### config.mk
export PLATFORM = sky130hd
export DESIGN_NAME = key_debounce
export DESIGN_NICKNAME = d
export VERILOG_FILES = /design/src/rtl/key_debounce_pkg.sv /design/src/rtl/key_debounce_ch.sv /design/src/rtl/key_debounce.sv
export SDC_FILE = /design/constraint.sdc
export NUM_CORES = 1
export LEC_CHECK = 0
export CAP_MARGIN = 20
export CORE_ASPECT_RATIO = 0.7
export CORE_MARGIN = 5
export CORE_UTILIZATION = 38
export CTS_BUF_LIST = sky130_fd_sc_hd__clkbuf_16
export DETAILED_ROUTE_END_ITERATION = 10
export PLACE_DENSITY_LB_ADDON = 0.15
export SYNTH_ARGS = -nofsm -noshare
export SYNTH_HDL_FRONTEND = slang
export SYNTH_SLANG_ARGS = --single-unit
### constraint.sdc
create_clock -name clock -period 2.1 [get_ports clock]
set_input_delay 0.42 -clock clock [delete_from_list [all_inputs] [get_ports clock]]
set_output_delay 0.42 -clock clock [all_outputs]
set_load 0.05 [all_outputs]
### src/rtl/key_debounce_pkg.sv
// Shared encodings and defaults for the two-key pushbutton debouncer.
package key_debounce_pkg;

  typedef enum logic [1:0] {
    RELEASED     = 2'b00,
    WAIT_PRESS   = 2'b01,
    PRESSED      = 2'b10,
    WAIT_RELEASE = 2'b11
  } kstate_e;

  localparam logic        KEY_RELEASED            = 1'b1;
  localparam int unsigned DEBOUNCE_CYCLES_DEFAULT = 50000;

endpackage

### src/rtl/key_debounce_ch.sv
// One debounce channel: 2-flop synchronizer, stability counter, 4-state FSM, press pulse.
module key_debounce_ch
  import key_debounce_pkg::*;
#(
  parameter int unsigned DEBOUNCE_CYCLES = DEBOUNCE_CYCLES_DEFAULT
) (
  input  logic clk_i,
  input  logic rst_i,
  input  logic key_raw_i,
  output logic key_o,
  output logic press_o
);

  localparam int unsigned      CNT_W    = $clog2(DEBOUNCE_CYCLES);
  localparam logic [CNT_W-1:0] CNT_ONE  = CNT_W'(1);
  localparam logic [CNT_W-1:0] CNT_LAST = CNT_W'(DEBOUNCE_CYCLES - 1);

  logic             sync_meta_q;
  logic             sync_q;
  kstate_e          state_q, state_d;
  logic [CNT_W-1:0] cnt_q, cnt_d;
  logic             key_q, key_d;
  logic             press_q, press_d;

  always_ff @(posedge clk_i) begin
    if (rst_i) begin
      sync_meta_q <= KEY_RELEASED;
      sync_q      <= KEY_RELEASED;
      state_q     <= RELEASED;
      cnt_q       <= '0;
      key_q       <= KEY_RELEASED;
      press_q     <= 1'b0;
    end else begin
      sync_meta_q <= key_raw_i;
      sync_q      <= sync_meta_q;
      state_q     <= state_d;
      cnt_q       <= cnt_d;
      key_q       <= key_d;
      press_q     <= press_d;
    end
  end

  // Counter tops out at DEBOUNCE_CYCLES-1, where the FSM leaves the wait state.
  always_comb begin
    state_d = state_q;
    cnt_d   = cnt_q;
    case (state_q)
      RELEASED: begin
        if (sync_q != KEY_RELEASED) begin
          state_d = WAIT_PRESS;
          cnt_d   = CNT_ONE;
        end
      end
      WAIT_PRESS: begin
        if (sync_q == KEY_RELEASED) begin
          state_d = RELEASED;
          cnt_d   = '0;
        end else if (cnt_q == CNT_LAST) begin
          state_d = PRESSED;
          cnt_d   = '0;
        end else begin
          cnt_d = cnt_q + CNT_ONE;
        end
      end
      PRESSED: begin
        if (sync_q == KEY_RELEASED) begin
          state_d = WAIT_RELEASE;
          cnt_d   = CNT_ONE;
        end
      end
      WAIT_RELEASE: begin
        if (sync_q != KEY_RELEASED) begin
          state_d = PRESSED;
          cnt_d   = '0;
        end else if (cnt_q == CNT_LAST) begin
          state_d = RELEASED;
          cnt_d   = '0;
        end else begin
          cnt_d = cnt_q + CNT_ONE;
        end
      end
      default: begin
        state_d = RELEASED;
        cnt_d   = '0;
      end
    endcase
  end

  // Output and pulse are registered from the next state so they line up with state_q.
  always_comb begin
    key_d   = ((state_d == RELEASED) || (state_d == WAIT_PRESS)) ? KEY_RELEASED : ~KEY_RELEASED;
    press_d = (key_q == KEY_RELEASED) && (key_d != KEY_RELEASED);
  end

  assign key_o   = key_q;
  assign press_o = press_q;

endmodule

### src/rtl/key_debounce.sv
// Two independent debounced active-low pushbuttons with one-cycle press pulses.
module key_debounce
  import key_debounce_pkg::*;
#(
  parameter int unsigned DEBOUNCE_CYCLES = DEBOUNCE_CYCLES_DEFAULT
) (
  input  logic clock,
  input  logic reset,
  input  logic Key1_raw,
  input  logic Key2_raw,
  output logic Key1,
  output logic Key2,
  output logic Key1_press,
  output logic Key2_press
);

  key_debounce_ch #(.DEBOUNCE_CYCLES(DEBOUNCE_CYCLES)) u_key1 (
    .clk_i     (clock),
    .rst_i     (reset),
    .key_raw_i (Key1_raw),
    .key_o     (Key1),
    .press_o   (Key1_press)
  );

  key_debounce_ch #(.DEBOUNCE_CYCLES(DEBOUNCE_CYCLES)) u_key2 (
    .clk_i     (clock),
    .rst_i     (reset),
    .key_raw_i (Key2_raw),
    .key_o     (Key2),
    .press_o   (Key2_press)
  );

endmodule

Yosys cells after proc, flatten, opt, wreduce, memory -nomap -nowiden. Cells that the tools add are included.

Register bits: 44.

Add/subtract/negate cells: 2. Equality and inequality tests: 14. Muxes and demuxes: 28. Bitwise operators: 2. Reductions and logical operators: 10.

Operators with widths (count): 16-bit 2-to-1 mux (10); 16-bit one-hot mux with 4 select lines (2); 16-bit by 1-bit adder with 16-bit output (second input constant) (2); 16-bit equality test (second input constant) (2); 2-bit 2-to-1 mux (12); 2-bit one-hot mux with 4 select lines (2); 2-bit by 1-bit equality test with 1-bit output (second input constant) (4); 2-bit equality test (second input constant) (4); 2-bit zero test (4); 2-bit by 1-bit inequality test with 1-bit output (second input constant) (2); 2-bit inequality test (second input constant) (2); 2-bit AND reduction (2); 1-bit logical AND (2); 1-bit logical OR (2); 1-bit 2-to-1 mux (2); 1-bit inverter (2).

Longest topological paths before layout. Gate-level depths: netlist of the first run.

Depth in word-level cells: 9. Gate-level depth with buffers: 8.

Hierarchy. A second synthesis of the first run with hierarchy kept.

Cells, all modules: 240. Area total of the unflattened synthesis: 2122.0 um2.

By module, submodules not included: key_debounce_ch (times used 2, cells an instance 120, area each 1061.0 um2).

Worst setup path after synthesis of the first run. OpenSTA, ideal clock, no wires.

Kind: reg2reg. From: register u_key1.cnt_q[0]. To: register u_key1.cnt_q[12]. Setup time: 0.079 ns. Arrival: 1.652 ns. Slack: 0.368 ns. Cell stages (with the launch flop): 6. Period minus slack after synthesis: 1.732 ns. Cell sequence: dfxtp_1 > ha_1 > nand2_1 > or3_4 > or4_4 > a211oi_2.

Longest elaborated chain between the ends: 4. Elaborated cells on any way between the ends: 6. Those cells by class: add/sub (1); eq/ne (1); mux (4).

Ends and longest elaborated chain: start, declared (line key_debounce_ch.sv:21) `logic [CNT_W-1:0] cnt_q, cnt_d;`; start signal, assigned (line key_debounce_ch.sv:37) `cnt_q <= cnt_d;`; 16-bit by 1-bit adder with 16-bit output / 16-bit equality test (equally long branches); 16-bit 2-to-1 mux * (line key_debounce_ch.sv:58, key_debounce_ch.sv:75); 16-bit 2-to-1 mux (on tied branches) (line key_debounce_ch.sv:72, key_debounce_ch.sv:55); 16-bit one-hot mux with 4 select lines * (line key_debounce_ch.sv:47) `case (state_q)`.

Mark *: on every way between the ends. The rest lies on a longest branch, timed or not. A chain may end at the register's enable or synchronous reset.

Worst setup path in the final report of the first run. Ends and elaborated chain as after synthesis.

==> run summary, run 1 <==
Status = finished clean
Switching part of the total = 18.3%
# DRC = 0
Min Clock Period, post-route = 1.96 ns
GPL Wtd Cong = 0.845
DP HPWL = 3.48 mm
Yosys cell types = 49
Sequential share of power = 41.6%
Share of post-route cells with drive strength above 1 = 14.3%
Core area = 5340 um2
Core Util, Final = 48.4%
Hold Slack = 0.411 ns
Post-Synthesis Cells = 241
WS Path Type = reg -> reg
Worst EP required = 2.31 ns
Clock buffer count from CTS = 5
Clock H-tree levels = 2
Die Area = 7260 um2
Max rail drop VDD = 335 uV
Avg Vias per Cell = 5.75
Worst Tran Pin Value = 0.503 ns
Post-synthesis sequential area ratio = 41.1%
Hold/Removal Path Class = reg -> reg
Largest cells by area after synthesis = dfxtp_1 (41%), xor2_1 (4.1%), a31oi_1 (3.5%)
DR WL/cell = 14.5 um
Worst-skew pair later-pin latency = 0.29 ns
Leak = 0.872 nW
Comb power frac = 3.5%
Top cells by count, synth = dfxtp_1 (44), a21oi_1 (14), nor2_1 (13), a31oi_1 (12), nand2_1 (12)
Internal Power = 1.68 mW
Initial drt markers = 153
Post-CTS Repair Setup Buffers = 0
Power Density = 794 nW/um2
Net Sw Power = 375 uW
First-pass GRT wire length = 8.33 mm
Hold buffers post-CTS = 0
Clock root cell = clkbuf_16
CTS Buffer Depth = 2
Chip height = 72.8 um
DRT antenna net count = 0
Pwr Total = 2.05 mW
Boundary Pins = 8
Final Hold Viols = 0
Area share of the largest cell type after synthesis = 41.1%
Register-to-Register Setup Slack = 0.14 ns
Initial antenna violation count = 0
Initial Util = 40.1%
CP arrival = 2.17 ns
Clock-pin transition on the worst setup and hold timing paths = 0.06 ns
Total grt overflow = 0
Synthesized area per cell = 8.88 um2
Final cell count without fillers = 330
P&R area growth vs syn = 20.8%
Largest net degree at the start of global routing = 17
Port bufs = 7
Pins Over Slew Limit = 0
Synth Cell Area = 2140 um2
GRT Total Usage = 14.3%
Startpoint types = flop
Worst-path fanout max = 6
Ant. Diodes = 0
Yosys reg bits = 44
Post-Route WL = 4.78 mm
Post-synth EDFFs = 0
Slew HR = 65.6%
Top FF cell, synth = dfxtp_1
Nets = 263
Post-CTS sizing = 0
Setup TNS = 0 ns
Sink Count = 44
Max_cap viols = 0
Most common cell in the netlist = dfxtp_1
Net count after synthesis = 247
CTS tree = built
Standard-cell rows = 22
RSZ-0062 raised after global routing = no
Max Clk Rate = 0.511 GHz
Die X = 99.7 um
Placed Instances = 322
Critical Path End Type = flop
Pre-Repair DR Iteration Count = 4
Final Skew = 0.00405 ns
Endpoints failing setup = 0
Async SR Flop Fraction = 0%
Vias in the first global route = 1650
Synth warn = 0
Tcrit/Tclk final = 93.3%
Largest area contributor in the netlist = dfxtp_1
Total number of vias = 1896
Clk pwr share = 54.9%
[area by class of cell]
cell class | instances | area, um2
Clock buffer | 5 | 125
Clock inverter | 3 | 90.1
Fill cell | 513 | 2750
Inverter | 5 | 18.8
Multi-Input combinational cell | 179 | 1190
Sequential cell | 44 | 881
Tap cell | 72 | 90.1
Timing Repair Buffer | 22 | 195
[placed cells by master (no fill, tap or decap), types with 3 or more instances in the layout]
cell	netlist	final
nand3_1	10	10
bufinv_16	0	3
or3_1	7	7
and3_1	4	4
o31ai_1	3	3
xor2_1	10	10
a211oi_1	3	3
xnor2_1	3	3
nor3_1	7	7
o211ai_1	3	3
nand2_1	12	12
clkbuf_16	0	5
or2_2	4	4
dfxtp_1	44	44
a21oi_1	14	14
o21ai_0	8	8
nor2b_1	3	3
and2_1	3	3
nor2_1	13	13
and4_1	7	7
inv_1	5	5
a31oi_1	12	12
a41oi_1	3	3
buf_4	0	14
o2111ai_1	8	8
clkdlybuf4s50_1	0	7
nand4_1	8	8
nand2b_1	5	5
[final timing paths]
path	to	from	cells after the start
setup reg to reg	u_key1.cnt_q[12]$_SDFFE_PP0P_	u_key1.cnt_q[0]$_SDFFE_PP0P_	5
hold / removal	u_key1.sync_q$_SDFF_PP1_	u_key1.sync_meta_q$_SDFF_PP1_	1
setup / recovery	u_key1.cnt_q[12]$_SDFFE_PP0P_	u_key1.cnt_q[0]$_SDFFE_PP0P_	5
hold reg to reg	u_key1.sync_q$_SDFF_PP1_	u_key1.sync_meta_q$_SDFF_PP1_	1
[layer usage]
metal | global-route usage, % | share of wire (%) | up-vias
li1 | - | - | 951
met1 | 23.0 | 56 | 887
met2 | 17.4 | 36 | 50
met3 | 3.63 | 6.2 | 8
met4 | 5.00 | 1.5 | 0
met5 | 0 | 0 | -
[power by group through the flow]
stage	Clock [mW]	Combinational, mW	Sequential, mW
global route	1.18	0.0820	0.854
floorplan	0	0.0426	0.868
global placement	0	0.0727	0.872
CTS	1.15	0.0734	0.853
detailed placement	0	0.0731	0.872
finish	1.13	0.0727	0.853
[stage by stage]
step                      setup WS (ns)  instance area, um2
final                             0.141                2590
after global routing             0.0732                2590
after CTS                         0.164                2590
after detailed placement          0.178                2370
after global placement            0.184                2370
after floorplan                   0.368                2140
[worst max-delay path, cell delays in order (launching register included)]
cell and delay (ns):
dfxtp_1 0.43, ha_1 0.28, nand2_1 0.12, or3_4 0.43, or4_4 0.42, a211oi_2 0.21
[registers in the layout, indices dropped and copies added, names as in the netlist]
name / cells
u_key2.sync_meta_q: 1
u_key1.cnt_q: 16
u_key1.sync_meta_q: 1
u_key2.cnt_q: 16
u_key1.press_o: 1
u_key1.state_q: 2
u_key2.sync_q: 1
u_key2.state_q: 2
u_key1.sync_q: 1
u_key2.press_o: 1
u_key2.key_o: 1
u_key1.key_o: 1
[logic make-up (layout without fill, tap and decap cells)]
logic type                 count (synthesis)  after routing  share of synthesized area, %
buffers and inverters                     18             35                          3.45
DFF                                       44             44                          41.1
xor gates and xnor gates                  13             13                          5.32
AOI/OAI and AO/OA                         62             62                          19.6
adders and majority gates                  2              2                          1.17
and+or+nand+nor                          102            102                          29.3
(Power assumes the default switching activity.)
==> run 2, diff against run 1 <==
==> constraint.sdc (replaced) <==
create_clock -name clock -period 2.4 [get_ports clock]
set_input_delay 0.48 -clock clock [delete_from_list [all_inputs] [get_ports clock]]
set_output_delay 0.48 -clock clock [all_outputs]
set_load 0.05 [all_outputs]
==> run summary, run 2 (synthesis gave the netlist of run 1 again) <==
Final cell count without fillers = 325 (was 330)
Core area = 5340 um2 (unchanged)
Final Hold Viols = 0 (unchanged)
CP top delay family = XOR/XNOR gates (was simple AND/OR/NAND/NOR gates)
Min Clock Period, post-route = 1.98 ns (was 1.96 ns)
DR WL/cell = 14.3 um (was 14.5 um)
Worst-skew pair later-pin latency = 0.28 ns (was 0.29 ns)
Comb power frac = 3.8% (was 3.5%)
Max rail drop VDD = 280 uV (was 335 uV)
Post-CTS sizing = 0 (unchanged)
Slowest-stage cell, CP = xnor2_1 (was dfxtp_1)
Core Util, Final = 46.6% (was 48.4%)
Clock buffer count from CTS = 5 (unchanged)
R2r startpoint = u_key2.sync_q$_SDFF_PP1_ (was u_key1.cnt_q[0]$_SDFFE_PP0P_)
Number of buffers and inverters on the critical path = 0 (unchanged)
Total number of vias = 1804 (was 1896)
Initial antenna violation count = 0 (unchanged)
Share of post-route cells with drive strength above 1 = 12.6% (was 14.3%)
Nets = 258 (was 263)
WS Path Type = reg -> reg (unchanged)
Final Skew = 0.00553 ns (was 0.00405 ns)
DP HPWL = 3.43 mm (was 3.48 mm)
Internal Power = 1.25 mW (was 1.68 mW)
CTS tree = built (unchanged)
RSZ-0062 raised after global routing = no (unchanged)
# DRC = 0 (unchanged)
Max incr delay on CP = 0.67 ns (was 0.43 ns)
Clock root cell = clkbuf_16 (unchanged)
Critical path depth in cells = 4 (was 5)
Net Sw Power = 313 uW (was 375 uW)
Max Clk Rate = 0.506 GHz (was 0.511 GHz)
Endpoints failing setup = 0 (unchanged)
Port bufs = 7 (unchanged)
GPL Wtd Cong = 0.816 (was 0.845)
Initial drt markers = 141 (was 153)
Switching part of the total = 20.0% (was 18.3%)
Most common cell after layout, fill and taps aside = dfxtp_1 (unchanged)
Avg Vias per Cell = 5.55 (was 5.75)
Sink Count = 44 (unchanged)
Post-Route WL = 4.66 mm (was 4.78 mm)
Hold buffers post-CTS = 0 (unchanged)
Hold Slack = 0.418 ns (was 0.411 ns)
Reg2Reg Depth = 4 (was 5)
Ant. Diodes = 0 (unchanged)
Die X = 99.7 um (unchanged)
Leak = 0.820 nW (was 0.872 nW)
Hold Startpoint = u_key1.sync_meta_q$_SDFF_PP1_ (unchanged)
Hold/Removal Path Class = reg -> reg (unchanged)
Worst EP required = 2.61 ns (was 2.31 ns)
Standard-cell rows = 22 (unchanged)
Largest net degree at the start of global routing = 17 (unchanged)
Crit-path cells = xnor2_1 -> o211ai_2 -> or4_1 -> a21oi_1 (was ha_1 -> nand2_1 -> or3_4 -> or4_4 -> a211oi_2)
P&R area growth vs syn = 16.2% (was 20.8%)
# fillers = 533 (was 513)
Total grt overflow = 0 (unchanged)
Vias in the first global route = 1614 (was 1650)
Placed Area = 2320 um2 (was 2370 um2)
Chip height = 72.8 um (unchanged)
Pwr Total = 1.56 mW (was 2.05 mW)
Sequential share of power = 47.8% (was 41.6%)
Hold depth = 1 (unchanged)
Startpoint types = flop (unchanged)
DRT antenna net count = 0 (unchanged)
Critical Path End Type = flop (unchanged)
Clk pwr share = 48.5% (was 54.9%)
Slew HR = 44.8% (was 65.6%)
Setup ws final = 0.422 ns (was 0.141 ns)
Post-CTS Repair Setup Buffers = 0 (unchanged)
Most frequent cells in the layout = dfxtp_1 (44), a21oi_1 (14), nor2_1 (13) (was dfxtp_1 (44), a21oi_1 (14), buf_4 (14))
Placed Instances = 317 (was 322)
Pre-Repair DR Iteration Count = 5 (was 4)
Initial Util = 40.1% (unchanged)
Tcrit/Tclk final = 82.4% (was 93.3%)
Pins Over Slew Limit = 0 (unchanged)
Clock H-tree levels = 2 (unchanged)
Clock-pin transition on the worst setup and hold timing paths = 0.06 ns (about the same)
Crit. Startpoint = u_key2.sync_q$_SDFF_PP1_ (was u_key1.cnt_q[0]$_SDFFE_PP0P_)
Max_cap viols = 0 (unchanged)
Die Area = 7260 um2 (unchanged)
First-pass GRT wire length = 8.08 mm (was 8.33 mm)
Power Density = 628 nW/um2 (was 794 nW/um2)
Biggest regs = u_key1.cnt_q (16), u_key2.cnt_q (16) (unchanged)
Final instance area = 2490 um2 (was 2590 um2)
GRT Total Usage = 13.7% (was 14.3%)
Worst-path fanout max = 11 (was 6)
CTS Buffer Depth = 2 (unchanged)
Boundary Pins = 8 (unchanged)
Status = finished clean (unchanged)
CP arrival = 2.19 ns (was 2.17 ns)
Setup TNS = 0 ns (unchanged)
Dpl ws = 0.372 ns (was 0.178 ns)
Worst Tran Pin Value = 0.823 ns (was 0.503 ns)
[run 2: power groups by stage]
stage	sequential [mW]	clock [mW]	combinational, mW
2_1_floorplan	0.760	0	0.0372
3_3_place_gp	0.763	0	0.0581
3_5_place_dp	0.763	0	0.0587
4_1_cts	0.746	0.783	0.0589
5_1_grt	0.747	0.821	0.0657
6_report	0.746	0.758	0.0587
[run 2: final cells by class]
| cell class | count | area [um2] | share of cell area (%) |
|---|---|---|---|
| clock buffers | 5 | 125 | 5.03 |
| clock inverters | 3 | 42.5 | 1.71 |
| inverters | 5 | 18.8 | 0.754 |
| multi-input cells | 179 | 1190 | 47.7 |
| flip-flops and latches | 44 | 881 | 35.4 |
| well taps | 72 | 90.1 | 3.62 |
| repair buffers | 17 | 145 | 5.83 |
[run 2: path summary, 6_finish.rpt]
kind	end	slack, ns
setup / recovery	u_key2.cnt_q[15]$_SDFFE_PP0P_	0.42
hold / removal	u_key1.sync_q$_SDFF_PP1_	0.42
setup reg to reg	u_key2.cnt_q[15]$_SDFFE_PP0P_	0.42
hold reg to reg	u_key1.sync_q$_SDFF_PP1_	0.42
[run 2: per-layer routing]
metal / global-route usage, % / up-vias / share of wire [%]
met5: 0 / - / 0
met4: 2.73 / 0 / 0.47
met3: 3.82 / 2 / 4.7
met2: 16.9 / 33 / 34
met1: 22.6 / 823 / 60
li1: - / 946 / -
==> patch, RTL diff (settings of run 1) <==
Change the package constant `DEBOUNCE_CYCLES_DEFAULT` from 50000 to 12500.
--- a/src/rtl/key_debounce_pkg.sv
+++ b/src/rtl/key_debounce_pkg.sv
@@ -9,7 +9,7 @@
   } kstate_e;
 
   localparam logic        KEY_RELEASED            = 1'b1;
-  localparam int unsigned DEBOUNCE_CYCLES_DEFAULT = 50000;
+  localparam int unsigned DEBOUNCE_CYCLES_DEFAULT = 12500;
 
 endpackage
 
Behaviour: same outputs for any inputs over 10 cycles, from zero or initial values and one cycle with reset high; that may be too few to reach the edited logic, so the function may still have changed.
==> patch against run 1 <==
  * Via count decreased by 8.4%
  * Worst hold slack got worse by 0.0060 ns
  * Synthesized area down 7.1%
  * Core utilization fell by 3.1 points
  * Fmax grew 4.3%
  * Wire length is 4.9% lower
  * Combinational power decreased by 17%
  * Power down 25%
  * Sequential cell count decreased by 4
  * Worst setup slack improved by 0.082 ns
  * Cell area is 9.9% lower
  * Sequential power fell by 9.3%
==> patch: results <==
set metrics [dict create \
    syn_inst 226 \
    reg_top3 "u_key1.cnt_q x14, u_key2.cnt_q x14" \
    cts_made_buffers 5 \
    clk_path_buf_depth 2 \
    p_int_mw 1.216 \
    ir_drop_mv 0.3418 \
    firstDrtPassIters 4 \
    grt_pass1_vias 1571 \
    grt_usage_pct 14.77 \
    synth-main-ff-cell "dfxtp_1" \
    place_ws_ns 0.05880 \
    gp_congestion 0.9176 \
    placedInstanceArea_sq_um 2198 \
    power.leakage_nw 0.7549 \
    antenna_cells 0 \
    status "completed" \
    clkTransAtPathRegs_ns 0.05 \
    seq-power_mw 0.774 \
    nets 248 \
    finalNonFillerCells 314 \
    io_buffers 7 \
    relSlewSlack_pct 64.68 \
    grt_pass1_wl_um 8024 \
    clk_latency_ns 0.28 \
    pwr-share-comb_pct 3.9 \
    nFillCells 489 \
    slowest_stage "nor4b_1" \
    cts_setup_buffers 0 \
    drive_gt1_share_pct 11.57 \
    slowest_delay_ns 0.51 \
    num_vias 1736 \
    grt_max_degree 24 \
    ys_top_cells_by_count "dfxtp_1, nand2_1, nand3_1" \
    async_flop_share_pct 0 \
    p_per_area_nw_per_um2 657.1 \
    cts-resized-gates 0 \
    synthTopCellsByArea "dfxtp_1, a31oi_1, nand3_1" \
    wirelength_um 4547 \
    critPathTopFamily "simple AND/OR/NAND/NOR gates" \
    antenna_found_initial 0 \
    dpl.hpwl_um 3386 \
    yosysUniqueCellTypes 52 \
    drt_iter0_drc 161 \
    crit_path_max_fanout 5 \
    cp.arrival_ns 2.04 \
    finClkSkew_ns 0.004528 \
    hold_path_class "flop to flop" \
    seq_area_frac_synth_pct 40.28 \
    synth_edf_count 0 \
    ys_warn_count 0 \
    cts_root_buf "clkbuf_16" \
    htreeDepth 2 \
]
## patch: cell count changes in the layout (fill, tap and decap cells not counted), moves of 4 or more
cell,delta
dfxtp_1,-4
o2111ai_1,-5
and4_1,-6
buf_4,-4
nand2b_1,-4
a21oi_1,-6
nor4_1,+5
nor3_1,+4
## patch: final cells by class
| cell class | instances | area (sq um) | area share, % |
|---|---|---|---|
| multi-input combinational | 171 | 1120 | 48.04 |
| sequential | 40 | 800.8 | 34.35 |
| timing repair buffer | 18 | 165.2 | 7.085 |
| clock buffer | 5 | 125.1 | 5.368 |
| tap | 72 | 90.09 | 3.865 |
| inverter | 6 | 22.52 | 0.9662 |
| clock inverter | 2 | 7.507 | 0.3221 |
## patch: path summary, 6_finish.rpt
| kind | from | to | slack [ns] | cells after the start |
|---|---|---|---|---|
| worst max register to register | u_key2.cnt_q[9]$_SDFFE_PP0P_ | u_key2.key_o$_SDFF_PP1_ | 0.22 | 4 |
| worst min register to register | u_key1.sync_meta_q$_SDFF_PP1_ | u_key1.sync_q$_SDFF_PP1_ | 0.40 | 1 |
| worst max-delay path | u_key2.cnt_q[9]$_SDFFE_PP0P_ | u_key2.key_o$_SDFF_PP1_ | 0.22 | 4 |
| worst min-delay path | u_key1.sync_meta_q$_SDFF_PP1_ | u_key1.sync_q$_SDFF_PP1_ | 0.40 | 1 |
## patch: routing by layer
layer	global-route usage (%)	vias up	part of all wire (%)
met3	5.705	4	6.4
met4	3.577	0	0.42
met5	0	-	0
li1	-	909	-
met1	26.39	764	61
met2	14.60	59	32
## patch: cell families after synthesis
family / share of synthesized area, %
buffers and inverters: 3.398
XOR/XNOR: 4.846
flip-flops: 40.28
AO/OA/AOI/OAI: 20.20
adder cells (fa/ha/maj): 1.258
AND/OR/NAND/NOR: 30.02
